[config.mk]
export PLATFORM = sky130hd
export DESIGN_NAME = uart_alu_ctrl
export DESIGN_NICKNAME = d
export VERILOG_FILES = /design/src/rtl/uart_alu_ctrl.sv
export SDC_FILE = /design/constraint.sdc
export NUM_CORES = 1
export LEC_CHECK = 0
export BUFFER_PORTS_ARGS = -buffer_cell sky130_fd_sc_hd__buf_2
export CORE_ASPECT_RATIO = 0.8
export CORE_UTILIZATION = 49
export DETAILED_ROUTE_END_ITERATION = 10
export PLACE_DENSITY = 0.89
export SYNTH_ARGS = -nofsm -noshare
export SYNTH_HDL_FRONTEND = slang
export SYNTH_SLANG_ARGS = --single-unit
[constraint.sdc]
create_clock -name clk -period 2.4 [get_ports clk]
set_clock_uncertainty 0.1 [all_clocks]
set_input_delay 0.12 -clock clk [delete_from_list [all_inputs] [get_ports clk]]
set_output_delay 0.12 -clock clk [all_outputs]
set_load 0.01 [all_outputs]
[src/rtl/uart_alu_ctrl.sv]
// uart_alu_ctrl
//   Frames a three-byte command received from a UART RX (operand A, operand B,
//   opcode), presents the operands and opcode to an external combinational ALU,
//   gives the ALU one cycle to settle, then captures its result and requests a
//   single UART TX transmission. Waits for the transmitter to finish before
//   accepting the next frame. Bytes that arrive while busy are dropped and
//   flagged as overrun.
//
// Optional feature (macro UART_ALU_CTRL_TIMEOUT_EN):
//   When defined, an inter-byte timeout abandons a partial frame if the next
//   byte does not arrive within TIMEOUT_CYCLES cycles of entering WAIT_B or
//   WAIT_OP. When undefined, no counter exists, timeout is tied low and the
//   FSM waits indefinitely for the next byte.
//
// Parameters
//   N              operand / result / UART byte width
//   OP_W           ALU opcode width (OP_W <= N), taken from the low opcode bits
//   TIMEOUT_CYCLES inter-byte timeout in clk cycles
//
// Ports
//   clk        in   single clock, rising edge
//   reset      in   synchronous active-low reset
//   rx_data    in   [N]    received byte
//   rx_valid   in   1-cycle pulse qualifying rx_data
//   alu_result in   [N]    combinational ALU result
//   tx_done    in   1-cycle pulse at end of TX stop bit
//   alu_a      out  [N]    registered operand A
//   alu_b      out  [N]    registered operand B
//   alu_op     out  [OP_W] registered opcode
//   tx_data    out  [N]    registered byte to transmit
//   tx_start   out  1-cycle transmit request (high while in SEND)
//   overrun    out  sticky: a byte was dropped while busy
//   timeout    out  1-cycle pulse on inter-byte timeout
//   state      out  [3]    current FSM state code (debug)
module uart_alu_ctrl #(
  parameter int N              = 8,
  parameter int OP_W           = 6,
  parameter int TIMEOUT_CYCLES = 5208*12
) (
  input  logic            clk,
  input  logic            reset,
  input  logic [N-1:0]    rx_data,
  input  logic            rx_valid,
  input  logic [N-1:0]    alu_result,
  input  logic            tx_done,
  output logic [N-1:0]    alu_a,
  output logic [N-1:0]    alu_b,
  output logic [OP_W-1:0] alu_op,
  output logic [N-1:0]    tx_data,
  output logic            tx_start,
  output logic            overrun,
  output logic            timeout,
  output logic [2:0]      state
);

  typedef enum logic [2:0] {
    WAIT_A  = 3'd0,
    WAIT_B  = 3'd1,
    WAIT_OP = 3'd2,
    EXEC    = 3'd3,
    SEND    = 3'd4,
    WAIT_TX = 3'd5
  } state_t;

  state_t          state_q,    state_d;
  logic [N-1:0]    alu_a_q,    alu_a_d;
  logic [N-1:0]    alu_b_q,    alu_b_d;
  logic [OP_W-1:0] alu_op_q,   alu_op_d;
  logic [N-1:0]    tx_data_q,  tx_data_d;
  logic            tx_start_q, tx_start_d;
  logic            overrun_q,  overrun_d;

`ifdef UART_ALU_CTRL_TIMEOUT_EN
  localparam int CNT_W = $clog2(TIMEOUT_CYCLES + 1);
  localparam logic [CNT_W-1:0] CNT_LAST = CNT_W'(TIMEOUT_CYCLES - 1);

  logic [CNT_W-1:0] cnt_q,     cnt_d;
  logic             timeout_q, timeout_d;
`endif

  always_comb begin
    state_d   = state_q;
    alu_a_d   = alu_a_q;
    alu_b_d   = alu_b_q;
    alu_op_d  = alu_op_q;
    tx_data_d = tx_data_q;
    overrun_d = overrun_q;
`ifdef UART_ALU_CTRL_TIMEOUT_EN
    // Counter is zero whenever we are not waiting for B or OP, so every entry
    // into those states starts counting from zero.
    cnt_d     = '0;
    timeout_d = 1'b0;
`endif

    case (state_q)
      WAIT_A: begin
        if (rx_valid) begin
          alu_a_d = rx_data;
          state_d = WAIT_B;
        end
      end
      WAIT_B: begin
        // An arriving byte wins over an expiring counter.
        if (rx_valid) begin
          alu_b_d = rx_data;
          state_d = WAIT_OP;
        end
`ifdef UART_ALU_CTRL_TIMEOUT_EN
        else if (cnt_q == CNT_LAST) begin
          state_d   = WAIT_A;
          timeout_d = 1'b1;
        end else begin
          cnt_d = cnt_q + CNT_W'(1);
        end
`endif
      end
      WAIT_OP: begin
        if (rx_valid) begin
          alu_op_d = rx_data[OP_W-1:0];
          state_d  = EXEC;
        end
`ifdef UART_ALU_CTRL_TIMEOUT_EN
        else if (cnt_q == CNT_LAST) begin
          state_d   = WAIT_A;
          timeout_d = 1'b1;
        end else begin
          cnt_d = cnt_q + CNT_W'(1);
        end
`endif
      end
      EXEC: begin
        // alu_op became valid at the start of this cycle; the ALU settles here.
        if (rx_valid) overrun_d = 1'b1;
        state_d = SEND;
      end
      SEND: begin
        if (rx_valid) overrun_d = 1'b1;
        tx_data_d = alu_result;
        state_d   = WAIT_TX;
      end
      WAIT_TX: begin
        // A byte coincident with tx_done is still dropped.
        if (rx_valid) overrun_d = 1'b1;
        if (tx_done)  state_d   = WAIT_A;
      end
      default: begin
        state_d = WAIT_A;
      end
    endcase

    // Registered so tx_start is high exactly during the SEND cycle.
    tx_start_d = (state_d == SEND);
  end

  always_ff @(posedge clk) begin
    if (!reset) begin
      state_q    <= WAIT_A;
      alu_a_q    <= '0;
      alu_b_q    <= '0;
      alu_op_q   <= '0;
      tx_data_q  <= '0;
      tx_start_q <= 1'b0;
      overrun_q  <= 1'b0;
`ifdef UART_ALU_CTRL_TIMEOUT_EN
      cnt_q      <= '0;
      timeout_q  <= 1'b0;
`endif
    end else begin
      state_q    <= state_d;
      alu_a_q    <= alu_a_d;
      alu_b_q    <= alu_b_d;
      alu_op_q   <= alu_op_d;
      tx_data_q  <= tx_data_d;
      tx_start_q <= tx_start_d;
      overrun_q  <= overrun_d;
`ifdef UART_ALU_CTRL_TIMEOUT_EN
      cnt_q      <= cnt_d;
      timeout_q  <= timeout_d;
`endif
    end
  end

  assign alu_a    = alu_a_q;
  assign alu_b    = alu_b_q;
  assign alu_op   = alu_op_q;
  assign tx_data  = tx_data_q;
  assign tx_start = tx_start_q;
  assign overrun  = overrun_q;
  assign state    = state_q;

`ifdef UART_ALU_CTRL_TIMEOUT_EN
  assign timeout = timeout_q;
`else
  assign timeout = 1'b0;
`endif

endmodule

==> results of run 1 <==
-- flip-flops by register name, summed over array words and instances (netlist names) --
register / flops
alu_op: 6
tx_start: 1
alu_b: 8
alu_a: 8
overrun: 1
state: 3
tx_data: 8
-- synthesized netlist by cell type, types with 2 or more instances --
library cell	number	area share
clkbuf_1	5	0.014
dfxtp_1	35	0.52
nor2_1	15	0.042
a21oi_1	4	0.015
buf_6	2	0.017
nand3_2	2	0.015
mux2i_1	14	0.10
buf_2	3	0.011
o21ai_2	8	0.052
nand3_1	14	0.052
nand2_1	10	0.028
o21ai_0	9	0.033
-- timing repair --
action	in CTS	in global routing
hold buffers	16	0
gates resized for setup	0	0
endpoints found under the hold margin	29	0
-- cell usage in the layout (no fill, tap or decap) --
cell,synthesis,layout
buf_2,3,54
clkinv_1,1,1
or3b_2,1,1
nand3_1,14,14
o21ai_2,8,8
mux2_2,1,1
nand4bb_1,1,1
conb_1,1,1
a21oi_1,4,4
nor2_1,15,15
inv_1,1,1
nand3_2,2,2
mux2i_1,14,14
nor3b_1,1,1
dfxtp_1,35,35
nand2_1,10,10
clkbuf_4,0,5
clkbuf_1,5,1
or4b_4,1,1
nor3_1,1,1
dlygate4sd3_1,0,16
nand3b_1,1,1
or4b_2,1,1
buf_4,1,1
and4bb_2,1,1
o21ai_0,9,9
a31oi_1,1,1
-- how the worst min path moves through the flow --
stage,end,slack (ps),start,cells past startpoint
finish,state[0],10,tx_done,4
global route,state[0],50,tx_done,4
floorplan,alu_op[0],170,rx_data[0],2
CTS,state[0],10,tx_done,4
global placement,tx_data[0],250,alu_result[0],3
detailed placement,tx_data[1],260,alu_result[1],3
-- cell type report --
class                   instances  share of cell area
flip-flops and latches         35               0.392
multi-input cells              87               0.311
repair buffers                 71               0.245
well taps                      36              0.0252
clock buffers                   6              0.0231
inverters                       2             0.00420
-- power groups by stage --
stage	registers [W]	clock network (W)	logic, W
2_1_floorplan	0.000640	0	0.0000814
3_3_place_gp	0.000632	0	0.000119
3_5_place_dp	0.000634	0	0.000123
4_1_cts	0.000620	0.000285	0.000143
5_1_grt	0.000624	0.000303	0.000158
6_report	0.000621	0.000278	0.000143
-- routing by layer --
layer / GRT usage / wire, um / vias up / part of all wire
met5: 0 / 0 / - / 0
met4: 0.117 / 51 / 0 / 0.017
met3: 0.0716 / 195 / 6 / 0.065
met2: 0.346 / 1420 / 44 / 0.47
met1: 0.268 / 1330 / 521 / 0.44
li1: - / - / 598 / -
-- worst max-delay path: cells and delay by family (launching register included) --
family / cells / cell delay (ps)
AND/OR/NAND/NOR: 2 / 840
flip-flops: 1 / 530
AO/OA/AOI/OAI: 1 / 120
-- per-stage QoR --
step / setup slack, ps / power, W / std cells
after floorplan: 812 / 0.000721 / 137
after global placement: 865 / 0.000751 / 215
after detailed placement: 698 / 0.000757 / 215
after CTS: 697 / 0.00105 / 237
after global routing: 565 / 0.00109 / 237
final: 674 / 0.00104 / 237
-- logic make-up after synthesis --
logic type | count (synthesis) | share of synthesized area
buffers and inverters | 15 | 0.0703
multiplexers | 15 | 0.112
AO/OA/AOI/OAI | 22 | 0.105
other | 1 | 0.00277
AND/OR/NAND/NOR | 49 | 0.192
flip-flops | 35 | 0.518
==> results_dict.tcl, run 1 <==
set metrics [dict create \
    maxCapViolCount 0 \
    drtIter0Drc 25 \
    fin_crit_sh 0.719 \
    setup_violations 0 \
    grt_pass1_wl_mm 4.78 \
    final_util 0.709 \
    hold_class "primary input to flip-flop" \
    endpoint "alu_b[6]" \
    clk_latency_ps 330 \
    synth-seq-cells 35 \
    clock_path_buffers 2 \
    outcome "finished, final reports clean" \
    finalWeightedCongestion 0.757 \
    r2r_slack_ps 670 \
    die_y_um 49.0 \
    cts_setup_buffers 0 \
    cp_max_fo 16 \
    worstPathRequired_ps 2500 \
    worst_slew_pin_slew_ps 624 \
    power_frac_seq 0.596 \
    relSlewSlack 0.581 \
    hold_viol_final 0 \
    synth_area_um2 1350 \
    rows 16 \
    fillCellCount 203 \
    ff2ff_path_depth 3 \
    cts.clk_slew.worst_paths_ps 90 \
    synth_cell_types 28 \
    worstSetupPathType "flip-flop to flip-flop" \
    grt_pass1_vias 1094 \
    synth_cells 137 \
    grt.overflow.total 0 \
    coreArea_um2 2520 \
    final_nets 222 \
    hpwl_mm 2.01 \
    internal-power_w 0.000776 \
    drc 0 \
    syn_nets 157 \
    ys_async_sr_fraction 0 \
    synth_flop_cell "dfxtp_1" \
    worst_hold_slack_ps 11.7 \
    die_area_um2 2980 \
    drive_gt1_frac 0.373 \
    regArea_um2 701 \
    cp_data_arrival_time_ps 1820 \
    cts.sinks 35 \
    htree_levels 2 \
    vias_per_cell 4.93 \
    place_area_um2 1590 \
    power_frac_comb 0.137 \
    ys_seq_area_frac 0.518 \
    swShare 0.256 \
    area_growth_pct 32.3 \
    fin_setup_tns_ps 0 \
    synth_area_per_cell_um2 9.87 \
    synth_enable_flop_cells 0 \
    slowest_stage "nand4bb_1" \
    cts_made_buffers 5 \
    rsz0062_at_grt "no" \
    cp-start-kind "flip-flop" \
    grt_start_max_net_pins 27 \
    post_drt_wl_per_cell_um 12.6 \
    initial_utilization 0.536 \
    end_kind "flip-flop" \
    pin_count 56 \
    r2r_start "state[0]" \
    drt-pass1-iter-count 4 \
    yosys_warnings 0 \
    power_density_nw_per_um2 583 \
    ant_nets 0 \
    multi_input_area_um2 557 \
    min_period_ps 1730 \
    drt-total-wl_mm 3.00 \
    vdd_drop_max_v 0.000381 \
    vias 1169 \
    die_w_um 60.7 \
    numPortBuffers 54 \
    cts_tree "done" \
    reg2reg_to "alu_b[6]" \
    p_leak_nw 0.795 \
    startpoint "state[0]" \
    grt.total_usage 0.222 \
    cpPeakStageDelay_ps 570 \
    design_area_um2 1790 \
    clkPwrFrac 0.267 \
    switchingPower_w 0.000266 \
    antenna_found_initial 0 \
    cts-root-buf "clkbuf_4" \
    finalMaxSlewViolations 0 \
    diodes 0 \
    fmax_mhz 579 \
    crit_path_cell_trace "nand4bb_1, nand3_1, o21ai_0" \
]
Note: power is estimated with default switching activity, not from simulation.
==> run 2: changes to the inputs <==
- CORE_UTILIZATION: 49 -> 42
- PLACE_DENSITY: 0.89 -> 0.82
- clock period: 2.4 -> 1.45 ns (I/O delays scaled with it)
==> results_dict.tcl, run 2 (synthesis results as in run 1) <==
set metrics [dict create \
    startpoint "state[1]" \
    vdd_drop_max_v 0.000551 \
    cp-start-kind "flip-flop" \
    reg2reg_to "alu_a[0]" \
    grt_pass1_vias 1073 \
    drc 0 \
    coreArea_um2 3090 \
    p_leak_nw 0.863 \
    grt_pass1_wl_mm 4.71 \
    final_nets 228 \
    cp.depth 3 \
    area_growth_pct 42.1 \
    slowest_stage "or4b_4" \
    worst_hold_slack_ps 13.8 \
    worstPathRequired_ps 1530 \
    clk_latency_ps 290 \
    r2r_slack_ps 10 \
    cp_top_family "simple AND/OR/NAND/NOR gates" \
    ant_nets 0 \
    cpPeakStageDelay_ps 670 \
    post_drt_wl_per_cell_um 11.9 \
    outcome "finished, final reports clean" \
    die_area_um2 3450 \
    fillCellCount 273 \
    die_y_um 52.8 \
    die_w_um 65.4 \
    cts.sinks 35 \
    numPortBuffers 54 \
    drt-pass1-iter-count 4 \
    met3_usage 0.0587 \
    dp.cells 225 \
    power_frac_comb 0.115 \
    antenna_found_initial 0 \
    design_area_um2 1920 \
    hpwl_mm 2.01 \
    cts.clk_slew.worst_paths_ps 70 \
    drtIter0Drc 31 \
    drt-total-wl_mm 2.95 \
    cp_max_fo 16 \
    hold_viol_final 0 \
    swShare 0.228 \
    clock_path_buffers 2 \
    finalWeightedCongestion 0.787 \
    r2r_start "state[1]" \
    switchingPower_w 0.000497 \
    rows 18 \
    place_area_um2 1640 \
    fmax_mhz 697 \
    cts_tree "done" \
    diodes 0 \
    initial_utilization 0.438 \
    pin_count 56 \
    cts-root-buf "clkbuf_8" \
    cp_data_arrival_time_ps 1510 \
    power_frac_seq 0.471 \
    rsz0062_at_grt "yes" \
    internal-power_w 0.00168 \
    finalNonFillerCells 249 \
    vias_per_cell 4.74 \
    grt.overflow.total 0 \
    drive_gt1_frac 0.411 \
    min_period_ps 1440 \
    cts_made_buffers 5 \
    crit_path_cell_trace "or4b_4, nand3_1, o21ai_2" \
    htree_levels 2 \
    ff2ff_path_depth 3 \
    end_kind "flip-flop" \
    endpoint "alu_a[0]" \
    vias 1180 \
    mostFrequentLayoutCell "buf_2" \
    fin_crit_sh 0.990 \
    use_met2 0.308 \
    worst-path-buf-inv 0 \
    setup_violations 0 \
    grt_start_max_net_pins 19 \
    hold_class "primary input to flip-flop" \
    maxCapViolCount 0 \
    clkPwrFrac 0.413 \
    worstSetupPathType "flip-flop to flip-flop" \
    met1_usage 0.217 \
    finalMaxSlewViolations 0 \
    grt.total_usage 0.187 \
    top_usage_layer "met2" \
    layout_common_cells "54 x buf_2, 33 x dfxtp_1, 16 x dlygate4sd3_1, 15 x nor2_1" \
    power_density_nw_per_um2 1130 \
]
run 2: changes by cell type in the layout (fill, tap and decap cells not counted), sizes merged:
cell / delta
buf: +6
bufinv: +1
clkinv: +1
run 2: tightest hold or removal path: cells and delay by family:
| kind | cells | cell delay (ps) |
|---|---|---|
| buf+inv | 1 | 80 |
| simple gates | 1 | 80 |
| compound gates | 2 | 120 |
run 2: how the worst min path moves through the flow:
stage                       to          start  cells past startpoint  slack, ps
detailed placement  tx_data[7]  alu_result[7]                      3        220
floorplan            alu_op[0]     rx_data[0]                      2        120
finish                state[2]        tx_done                      4         10
global route          state[2]        tx_done                      4         20
CTS                   state[2]        tx_done                      4          6
global placement    tx_data[1]  alu_result[1]                      3        210
run 2: per-layer routing:
metal | up-vias | wire, um
met5 | - | 0
li1 | 609 | -
met1 | 536 | 1330
met4 | 0 | 38
met2 | 32 | 1440
met3 | 3 | 148
run 2: cell type report:
type | count | area, um2 | share of cell area
repair buffers | 77 | 483 | 0.251
well taps | 40 | 50.0 | 0.0260
clock buffers | 6 | 82.6 | 0.0430
multi-input cells | 87 | 561 | 0.292
clock inverters | 2 | 35.0 | 0.0182
flip-flops and latches | 35 | 703 | 0.366
inverters | 2 | 7.51 | 0.00391
run 2: stage by stage:
stage,power (W),worst slack [ps],utilization,TNS (ps)
final,0.00218,14.6,0.623,0
after global routing,0.00227,-28.7,0.623,-154
after CTS,0.00220,14.8,0.622,0
after detailed placement,0.00126,-14.7,0.531,-49.1
after global placement,0.00126,23.3,0.531,0
after floorplan,0.00119,-119,-,-522
run 2: timing repair:
item / CTS / global route
endpoints found under the hold margin: 27 / 0
hold buffers: 16 / 0
setup buffers: 0 / 0
gates resized for setup: 1 / 1
pin swaps: 0 / 1
setup endpoints to repair: 7 / 14
run 2: power groups by stage:
stage	registers (W)	clock network [W]	logic (W)
finish	0.00103	0.000900	0.000251
global route	0.00103	0.000962	0.000277
detailed placement	0.00105	0	0.000217
CTS	0.00103	0.000926	0.000251
global placement	0.00105	0	0.000213
floorplan	0.00106	0	0.000134
==> run 3: changes to the inputs <==
- CTS_BUF_LIST: unset -> sky130_fd_sc_hd__clkbuf_16
==> results_dict.tcl, run 3 (synthesis results as in run 1) <==
set metrics [dict create \
    outcome "finished, final reports clean" \
    coreArea_um2 3090 \
    drt-total-wl_mm 3.04 \
    met3_length_um 172 \
    area_growth_pct 45.5 \
    post_drt_wl_per_cell_um 12.2 \
    initial_utilization 0.438 \
    design_area_um2 1970 \
    grt.overflow.total 0 \
    power_frac_seq 0.419 \
    htree_levels 2 \
    pin_count 56 \
    cts.sinks 35 \
    grt_pass1_vias 1076 \
    drt-pass1-iter-count 4 \
    clock_path_buffers 2 \
    rsz0062_at_grt "yes" \
    drtIter0Drc 43 \
    worstSetupPathType "flip-flop to flip-flop" \
    layout_common_cells "54 x buf_2, 33 x dfxtp_1, 16 x dlygate4sd3_1, 15 x nor2_1" \
    die_y_um 52.8 \
    cts.clk_slew.worst_paths_ps 50 \
    grt_start_max_net_pins 19 \
    power_frac_comb 0.103 \
    cts-root-buf "clkbuf_16" \
    finalMaxSlewViolations 0 \
    end_kind "flip-flop" \
    crit_path_cell_trace "or4b_4, nand3_1, o21ai_2" \
    numPortBuffers 54 \
    p_leak_nw 0.883 \
    die_w_um 65.4 \
    final_nets 228 \
    power_density_nw_per_um2 1250 \
    drt-met1-wl_mm 1.35 \
    vias_per_cell 4.83 \
    diodes 0 \
    grt_pass1_wl_mm 4.80 \
    swShare 0.216 \
    hold_class "primary input to flip-flop" \
    grt.total_usage 0.193 \
    vias 1202 \
    p_total_w 0.00245 \
    hpwl_mm 2.01 \
    fmax_mhz 699 \
    fin_crit_sh 0.987 \
    clkPwrFrac 0.478 \
    finalWeightedCongestion 0.787 \
    fillCellCount 267 \
    cp-start-kind "flip-flop" \
    fin_setup_tns_ps 0 \
    drive_gt1_frac 0.407 \
    vdd_drop_max_v 0.000656 \
    hold_viol_final 0 \
    cp_data_arrival_time_ps 1500 \
    setup_violations 0 \
    worstPathRequired_ps 1520 \
    die_area_um2 3450 \
    cts_tree "done" \
    drc 0 \
    switchingPower_w 0.000530 \
    cp_max_fo 16 \
    ant_nets 0 \
    min_period_ps 1430 \
    rows 18 \
    cpPeakStageDelay_ps 670 \
    internal-power_w 0.00193 \
    highest_layer "met4" \
    mostFrequentLayoutCell "buf_2" \
    wl_met2_mm 1.46 \
    maxCapViolCount 0 \
    clk_latency_ps 280 \
    slowest_stage "or4b_4" \
    place_area_um2 1640 \
    antenna_found_initial 0 \
    cts_made_buffers 5 \
]
-- run 3: cell types whose count changed in the layout (fill, tap and decap cells not counted), sizes merged --
cell | before | now
clkbuf | 6 | 5
clkinv | 2 | 3
-- run 3: cell type report --
class                           count  area [um2]  area share
Sequential cell                    35         703       0.357
Clock inverter                      3        38.8      0.0197
Clock buffer                        5         125      0.0636
Inverter                            2        7.51     0.00381
Tap cell                           40        50.0      0.0254
Multi-Input combinational cell     87         561       0.285
Timing Repair Buffer               77         483       0.245
-- run 3: per-stage QoR --
stage               cells  hold slack [ps]   util  setup slack, ps
floorplan             137              120      -             -119
global placement      225              206  0.531             23.3
detailed placement    225              217  0.531            -14.7
CTS                   249             22.8  0.637             16.4
global route          249             39.2  0.638            -25.1
finish                249             24.8  0.638             18.8
-- run 3: worst max-delay path: cells and delay by family, from the launching register on --
| family | cells | cell delay, ps |
|---|---|---|
| flip-flops | 1 | 350 |
| AND/OR/NAND/NOR | 2 | 820 |
| AO/OA/AOI/OAI | 1 | 60 |
-- run 3: worst paths after layout --
path | startpoint | slack [ps] | to | cells past startpoint
min reg2reg | alu_a[6] | 360 | alu_a[6] | 2
max | state[1] | 20 | alu_a[0] | 3
max reg2reg | state[1] | 20 | alu_a[0] | 3
min | tx_done | 20 | state[2] | 4
-- run 3: what timing repair did --
| action | in CTS | in global routing |
|---|---|---|
| hold buffers | 16 | 0 |
| resized for setup | 1 | 1 |
| setup endpoints to repair | 7 | 13 |
| endpoints found under the hold margin | 23 | 0 |
| setup buffers | 0 | 0 |
-- run 3: power groups by stage --
stage	Combinational (W)	Sequential [W]	Clock, W
final	0.000252	0.00103	0.00117
after global routing	0.000278	0.00103	0.00125
after CTS	0.000252	0.00103	0.00120
after detailed placement	0.000217	0.00105	0
after global placement	0.000213	0.00105	0
after floorplan	0.000134	0.00106	0
-- run 3: layer usage --
| metal | up-vias | track usage |
|---|---|---|
| met5 | - | 0 |
| met4 | 0 | 0.0906 |
| met3 | 7 | 0.0783 |
| met2 | 32 | 0.314 |
| met1 | 552 | 0.221 |
| li1 | 611 | - |
